===== src/rtl/mem_access_unit.sv =====
// mem_access_unit
//   Sequences byte-wide data memory accesses for load/store requests of
//   byte, halfword or word size. Values are stored big-endian: the lowest
//   address holds the most significant byte. Loads are sign- or
//   zero-extended; out-of-range or illegal-size requests complete at once
//   with an error and never touch memory.
//
// Ports
//   clk, rst          : clock, synchronous active-high reset
//   req_valid/ready   : request handshake (ready only in IDLE)
//   req_write         : 1 = store, 0 = load
//   req_size          : 00 byte, 01 halfword, 10 word, 11 illegal
//   req_unsigned      : zero-extend loads (ignored for word loads)
//   req_addr/wdata    : start byte address, right-justified store data
//   resp_valid        : one-cycle completion pulse
//   resp_rdata        : extended load data, held until next response
//   resp_err          : error flag, qualified by resp_valid
//   mem_addr/wdata/we : byte-wide memory write/address port
//   mem_rdata         : combinational read byte for mem_addr
module mem_access_unit #(
  parameter int ADDR_BUS_WIDTH = 32,
  parameter int DATA_BUS_WIDTH = 32,
  parameter int MEM_DEPTH      = 64
) (
  input  logic                      clk,
  input  logic                      rst,
  input  logic                      req_valid,
  output logic                      req_ready,
  input  logic                      req_write,
  input  logic [1:0]                req_size,
  input  logic                      req_unsigned,
  input  logic [ADDR_BUS_WIDTH-1:0] req_addr,
  input  logic [DATA_BUS_WIDTH-1:0] req_wdata,
  output logic                      resp_valid,
  output logic [DATA_BUS_WIDTH-1:0] resp_rdata,
  output logic                      resp_err,
  output logic [ADDR_BUS_WIDTH-1:0] mem_addr,
  output logic [7:0]                mem_wdata,
  output logic                      mem_we,
  input  logic [7:0]                mem_rdata
);

  typedef enum logic [1:0] {
    IDLE   = 2'd0,
    ACCESS = 2'd1,
    RESP   = 2'd2
  } state_t;

  localparam int SHW = $clog2(DATA_BUS_WIDTH) + 1;
  localparam logic [SHW-1:0] SH_BYTE = SHW'(DATA_BUS_WIDTH - 8);
  localparam logic [SHW-1:0] SH_HALF = SHW'(DATA_BUS_WIDTH - 16);
  localparam logic [SHW-1:0] SH_WORD = SHW'(DATA_BUS_WIDTH - 32);

  state_t state, next_state;

  // Latched request. The size is kept as the index of the last byte (N-1).
  logic                      lat_write;
  logic                      lat_unsigned;
  logic [1:0]                last_k;
  logic [ADDR_BUS_WIDTH-1:0] lat_addr;
  logic [DATA_BUS_WIDTH-1:0] lat_wdata;

  logic [1:0]                k;
  logic [23:0]               acc;
  logic [DATA_BUS_WIDTH-1:0] rdata_q;
  logic                      err_q;

  // Request decode: N-1 for the incoming size and range check.
  logic [1:0]                req_last;
  logic [ADDR_BUS_WIDTH:0]   req_end;
  logic                      req_err;

  always_comb begin
    req_last = 2'd0;
    case (req_size)
      2'b01:   req_last = 2'd1;
      2'b10:   req_last = 2'd3;
      default: req_last = 2'd0;
    endcase
  end

  // One extra bit so a request near the top of the address space cannot
  // wrap around and look legal.
  assign req_end = {1'b0, req_addr} + (ADDR_BUS_WIDTH+1)'(req_last);
  assign req_err = (req_size == 2'b11) ||
                   (req_end >= (ADDR_BUS_WIDTH+1)'(MEM_DEPTH));

  // Big-endian: access k carries byte (N-1-k) of the value.
  logic [1:0] byte_idx;
  logic [7:0] store_byte;

  assign byte_idx = last_k - k;

  always_comb begin
    store_byte = 8'h00;
    case (byte_idx)
      2'd0: store_byte = lat_wdata[7:0];
      2'd1: store_byte = lat_wdata[15:8];
      2'd2: store_byte = lat_wdata[23:16];
      2'd3: store_byte = lat_wdata[31:24];
      default: store_byte = 8'h00;
    endcase
  end

  // Load extension: left-align the N-byte value, then shift back down
  // logically (zero-extend) or arithmetically (sign-extend).
  logic [31:0]                      load_raw;
  logic [SHW-1:0]                   ext_shift;
  logic [DATA_BUS_WIDTH-1:0]        aligned;
  logic signed [DATA_BUS_WIDTH-1:0] aligned_s;
  logic [DATA_BUS_WIDTH-1:0]        load_ext;

  assign load_raw = {acc, mem_rdata};

  always_comb begin
    ext_shift = SH_WORD;
    case (last_k)
      2'd0:    ext_shift = SH_BYTE;
      2'd1:    ext_shift = SH_HALF;
      default: ext_shift = SH_WORD;
    endcase
  end

  assign aligned   = DATA_BUS_WIDTH'(load_raw) << ext_shift;
  assign aligned_s = aligned;
  assign load_ext  = (lat_unsigned && (last_k != 2'd3)) ?
                     (aligned >> ext_shift) :
                     $unsigned(aligned_s >>> ext_shift);

  // State register.
  always_ff @(posedge clk) begin
    if (rst) state <= IDLE;
    else     state <= next_state;
  end

  // Next-state and memory/handshake outputs.
  always_comb begin
    next_state = state;
    req_ready  = 1'b0;
    resp_valid = 1'b0;
    mem_addr   = '0;
    mem_wdata  = 8'h00;
    mem_we     = 1'b0;
    case (state)
      IDLE: begin
        req_ready = ~rst;
        if (req_valid && !rst) next_state = req_err ? RESP : ACCESS;
      end
      ACCESS: begin
        mem_addr = lat_addr + ADDR_BUS_WIDTH'(k);
        if (lat_write) begin
          mem_we    = 1'b1;
          mem_wdata = store_byte;
        end
        if (k == last_k) next_state = RESP;
      end
      RESP: begin
        resp_valid = 1'b1;
        next_state = IDLE;
      end
      default: next_state = IDLE;
    endcase
  end

  // Datapath: request latch, byte counter, accumulator, response registers.
  // The response data is captured on the edge entering RESP using the final
  // byte straight from mem_rdata.
  always_ff @(posedge clk) begin
    if (rst) begin
      lat_write    <= 1'b0;
      lat_unsigned <= 1'b0;
      last_k       <= 2'd0;
      lat_addr     <= '0;
      lat_wdata    <= '0;
      k            <= 2'd0;
      acc          <= 24'h0;
      rdata_q      <= '0;
      err_q        <= 1'b0;
    end else begin
      case (state)
        IDLE: begin
          if (req_valid) begin
            lat_write    <= req_write;
            lat_unsigned <= req_unsigned;
            last_k       <= req_last;
            lat_addr     <= req_addr;
            lat_wdata    <= req_wdata;
            k            <= 2'd0;
            acc          <= 24'h0;
            if (req_err) begin
              rdata_q <= '0;
              err_q   <= 1'b1;
            end
          end
        end
        ACCESS: begin
          k <= k + 2'd1;
          if (!lat_write) acc <= load_raw[23:0];
          if (k == last_k) begin
            rdata_q <= lat_write ? '0 : load_ext;
            err_q   <= 1'b0;
          end
        end
        default: ;
      endcase
    end
  end

  assign resp_rdata = rdata_q;
  assign resp_err   = err_q;

endmodule


===== config.mk =====
export PLATFORM = sky130hd
export DESIGN_NAME = mem_access_unit
export DESIGN_NICKNAME = d
export VERILOG_FILES = /design/src/rtl/mem_access_unit.sv
export SDC_FILE = /design/constraint.sdc
export NUM_CORES = 1
export LEC_CHECK = 0
export BUFFER_PORTS_ARGS = -buffer_cell sky130_fd_sc_hd__buf_2
export CAP_MARGIN = 20
export CORE_MARGIN = 4
export CORE_UTILIZATION = 25
export CTS_CLUSTER_DIAMETER = 50
export CTS_CLUSTER_SIZE = 30
export DETAILED_ROUTE_END_ITERATION = 10
export PLACE_DENSITY = 0.43
export SLEW_MARGIN = 20
export SYNTH_ARGS = -nofsm -noshare
export SYNTH_HDL_FRONTEND = slang
export SYNTH_SLANG_ARGS = --single-unit

===== constraint.sdc =====
create_clock -name clk -period 8.7 [get_ports clk]
set_clock_uncertainty 0.05 [all_clocks]
set_input_delay 0.435 -clock clk [delete_from_list [all_inputs] [get_ports clk]]
set_output_delay 0.435 -clock clk [all_outputs]
set_load 0.1 [all_outputs]

==> metrics.cfg <==
[final_layout]
layoutNonFillerInstCount = 1283
nets = 1028
mostFrequentLayoutCell = nand2_1
fill_cells = 2756
antenna_cells = 0
synthToLayoutAreaGrowth_pct = 25.1
drive_gt1_share_pct = 23.5
final_cell_mix = nand2_1 (159), buf_2 (153), dfxtp_1 (129)

[worst_setup_path]
r2r_start = last_k[0]
cp-end-kind = register
startpoint_type = input pin
r2r_slack_ns = 6.01
reg2reg_to = resp_rdata[18]
worstPathArrival_ns = 4.35
crit_type = input pin to register
crit_fanout = 18
critical_path_required_ns = 8.90
rr_worst_depth = 5

[timing]
slew_viol_final = 0
fin_crit_ns = 4.15
rsz0062_at_grt = false
hold_viol = 0
tightest_slew_ns = 1.07
finalSetupViolCount = 0
slew_headroom_pct = 28.9
max_freq_ghz = 0.241
final.period_utilization_pct = 47.7
setup_ws_ns = 4.55
final.setup.tns_ns = 0

[die]
rows = 58
core_mm2 = 0.0253
die_width_um = 169
die_area_mm2 = 0.0285
die_y_um = 169
start_util_pct = 25.6
io_pins = 155

[synthesis]
synth_warnings = 0
seq_area_frac_synth_pct = 39.9
yosys-top-cells-area = dfxtp_1 (40%), nand2_1 (9.3%), a21oi_1 (7.9%)
synth_top_cell_by_area = dfxtp_1
ys_async_sr_fraction_pct = 0
ys_types = 54
synthCells = 814
synth_top_area_share_pct = 39.9
syn_avg_cell_area_um2 = 7.96
synth_edf_count = 0
synth-seq-cells = 129
synth_nets = 902
synth_ff_type = dfxtp_1
syn_area_mm2 = 0.00648

[placement]
place_congestion = 0.798
dp_cells = 1251
place_hpwl_um = 15200
pre_cts_ws_ns = 4.06
numPortBuffers = 154

[clock_tree]
clock-root-buffer = clkbuf_16
clk_latency_ns = 0.41
clk_pin_slew_ns = 0.06
cts_setup_buffers = 0
cts.htree.levels = 4
cts_hold_buf = 0
cts_made_buffers = 17
ctsResizeCount = 0
cts_tree = built
cts_buffer_depth = 2
clock-sinks = 129

[power_and_ir_drop]
total_power_mw = 1.55
p_per_area_mw_per_mm2 = 191
p_leak_nw = 3.11
peakVddDrop_mv = 0.0849

[global_route]
antenna_found_initial = 1
grt_start_max_net_pins = 83
grt_pass1_wl_um = 34500
grt_pass1_vias = 5956
globalRouteTotalUtil_pct = 15.0
grt_overflow_total = 0

[routing]
dr_wl_met3_um = 1140
dr.pass1.iters = 5
drc = 0
postRouteAntennaNets = 0
via_per_inst = 4.81
wl_met2_um = 9270
maxUsedRoutingLayer = met5
m1WireLength_um = 11200
vias = 6172
wl_per_cell_um = 16.9
routed_wl_um = 21700
first_iter_violations = 481

[worst_hold_path]
hold-path-endpoint = lat_write
hold_class = input pin to register
hp-start = req_write
holdPathStages = 3

[run]
cap_violations = 0

[run_status]
status = completed

[cells in the mapped netlist, types with 3 or more instances]
cell	instances
a221oi_2	12
inv_1	10
xnor2_1	18
xor2_1	16
buf_1	3
a22oi_1	24
nor2_1	79
mux4_2	8
buf_2	3
nand2b_1	13
dfxtp_1	129
nor3_1	10
ha_1	7
nor2b_1	5
or3_1	12
buf_4	3
a221oi_1	4
clkbuf_1	45
a211o_1	3
nand3_1	36
o211ai_1	17
and2_1	13
a21oi_1	102
o22ai_1	3
o21ai_0	18
and3_1	5
nand4_1	13
a21o_1	3
a211oi_1	3
nor4_1	5
and4_1	3
nand2_1	160
[per-stage QoR]
| stage | utilization, % | hold slack [ns] | instance area, um2 |
|---|---|---|---|
| final | 32.0 | 0.206 | 8110 |
| after detailed placement | 29.7 | 0.395 | 7520 |
| after global routing | 32.0 | 0.192 | 8110 |
| after CTS | 32.0 | 0.189 | 8110 |
| after floorplan | - | 0.383 | 6480 |
| after global placement | 29.7 | 0.392 | 7520 |
[power breakdown]
part | leakage, nW | switching, mW | internal [mW] | total [mW]
sequential | 1.05 | 0.0193 | 0.615 | 0.635
clock | 0.288 | 0.272 | 0.457 | 0.729
combinational | 1.76 | 0.130 | 0.0550 | 0.186
total | 3.11 | 0.421 | 1.13 | 1.55
[final cells by class]
cell class / instances / area [um2] / area share [%]
clock buffers: 22 / 454 / 5.60
repair buffers: 163 / 841 / 10.4
clock inverters: 10 / 135 / 1.67
well taps: 330 / 413 / 5.09
inverters: 11 / 41.3 / 0.509
flip-flops and latches: 129 / 2580 / 31.9
multi-input cells: 618 / 3640 / 44.9
[worst max-delay path by stage]
stage | startpoint | end | slack (ns) | cells after the start
finish | req_size[0] | resp_rdata[17] | 4.55 | 15
global route | req_size[0] | resp_rdata[18] | 4.28 | 15
CTS | req_size[0] | resp_rdata[16] | 4.51 | 15
detailed placement | req_size[0] | resp_rdata[16] | 4.06 | 15
global placement | req_size[0] | resp_rdata[19] | 4.05 | 15
floorplan | k[0] | mem_addr[20] | 4.72 | 9
[kinds of logic (layout without fill, tap and decap cells)]
family | after synthesis | count (layout) | share of synthesized area (%)
xor gates and xnor gates | 34 | 34 | 4.60
buffers and inverters | 67 | 206 | 4.35
muxes | 10 | 10 | 3.09
and+or+nand+nor | 367 | 367 | 26.1
DFF | 129 | 129 | 39.9
AOI/OAI and AO/OA | 198 | 198 | 20.0
adders and majority gates | 9 | 9 | 1.97
[worst max-delay path: stages]
cell and delay, ns:
buf_2 0.09, inv_1 0.04, ha_1 0.32, inv_1 0.06, ha_1 0.20, fa_1 0.40
nand2_1 0.22, nor2_1 0.10, a211o_1 0.26, a211o_1 0.26, a2111o_1 0.31, nor4_2 0.36
buf_4 0.27, nand2b_1 0.84, a221oi_1 0.17
[routing by layer]
layer | up-vias | track usage, %
met4 | 2 | 2.96
met2 | 140 | 22.2
met3 | 13 | 3.62
met1 | 2900 | 22.3
li1 | 3117 | -
met5 | - | 0
[sequential cells by signal, indices dropped and copies added, names as in the netlist]
signal,count
state,2
acc,24
lat_wdata,32
last_k,2
k,2
lat_write,1
resp_err,1
lat_unsigned,1
resp_rdata,32
lat_addr,32
Note: power is estimated with default switching activity, not from simulation.
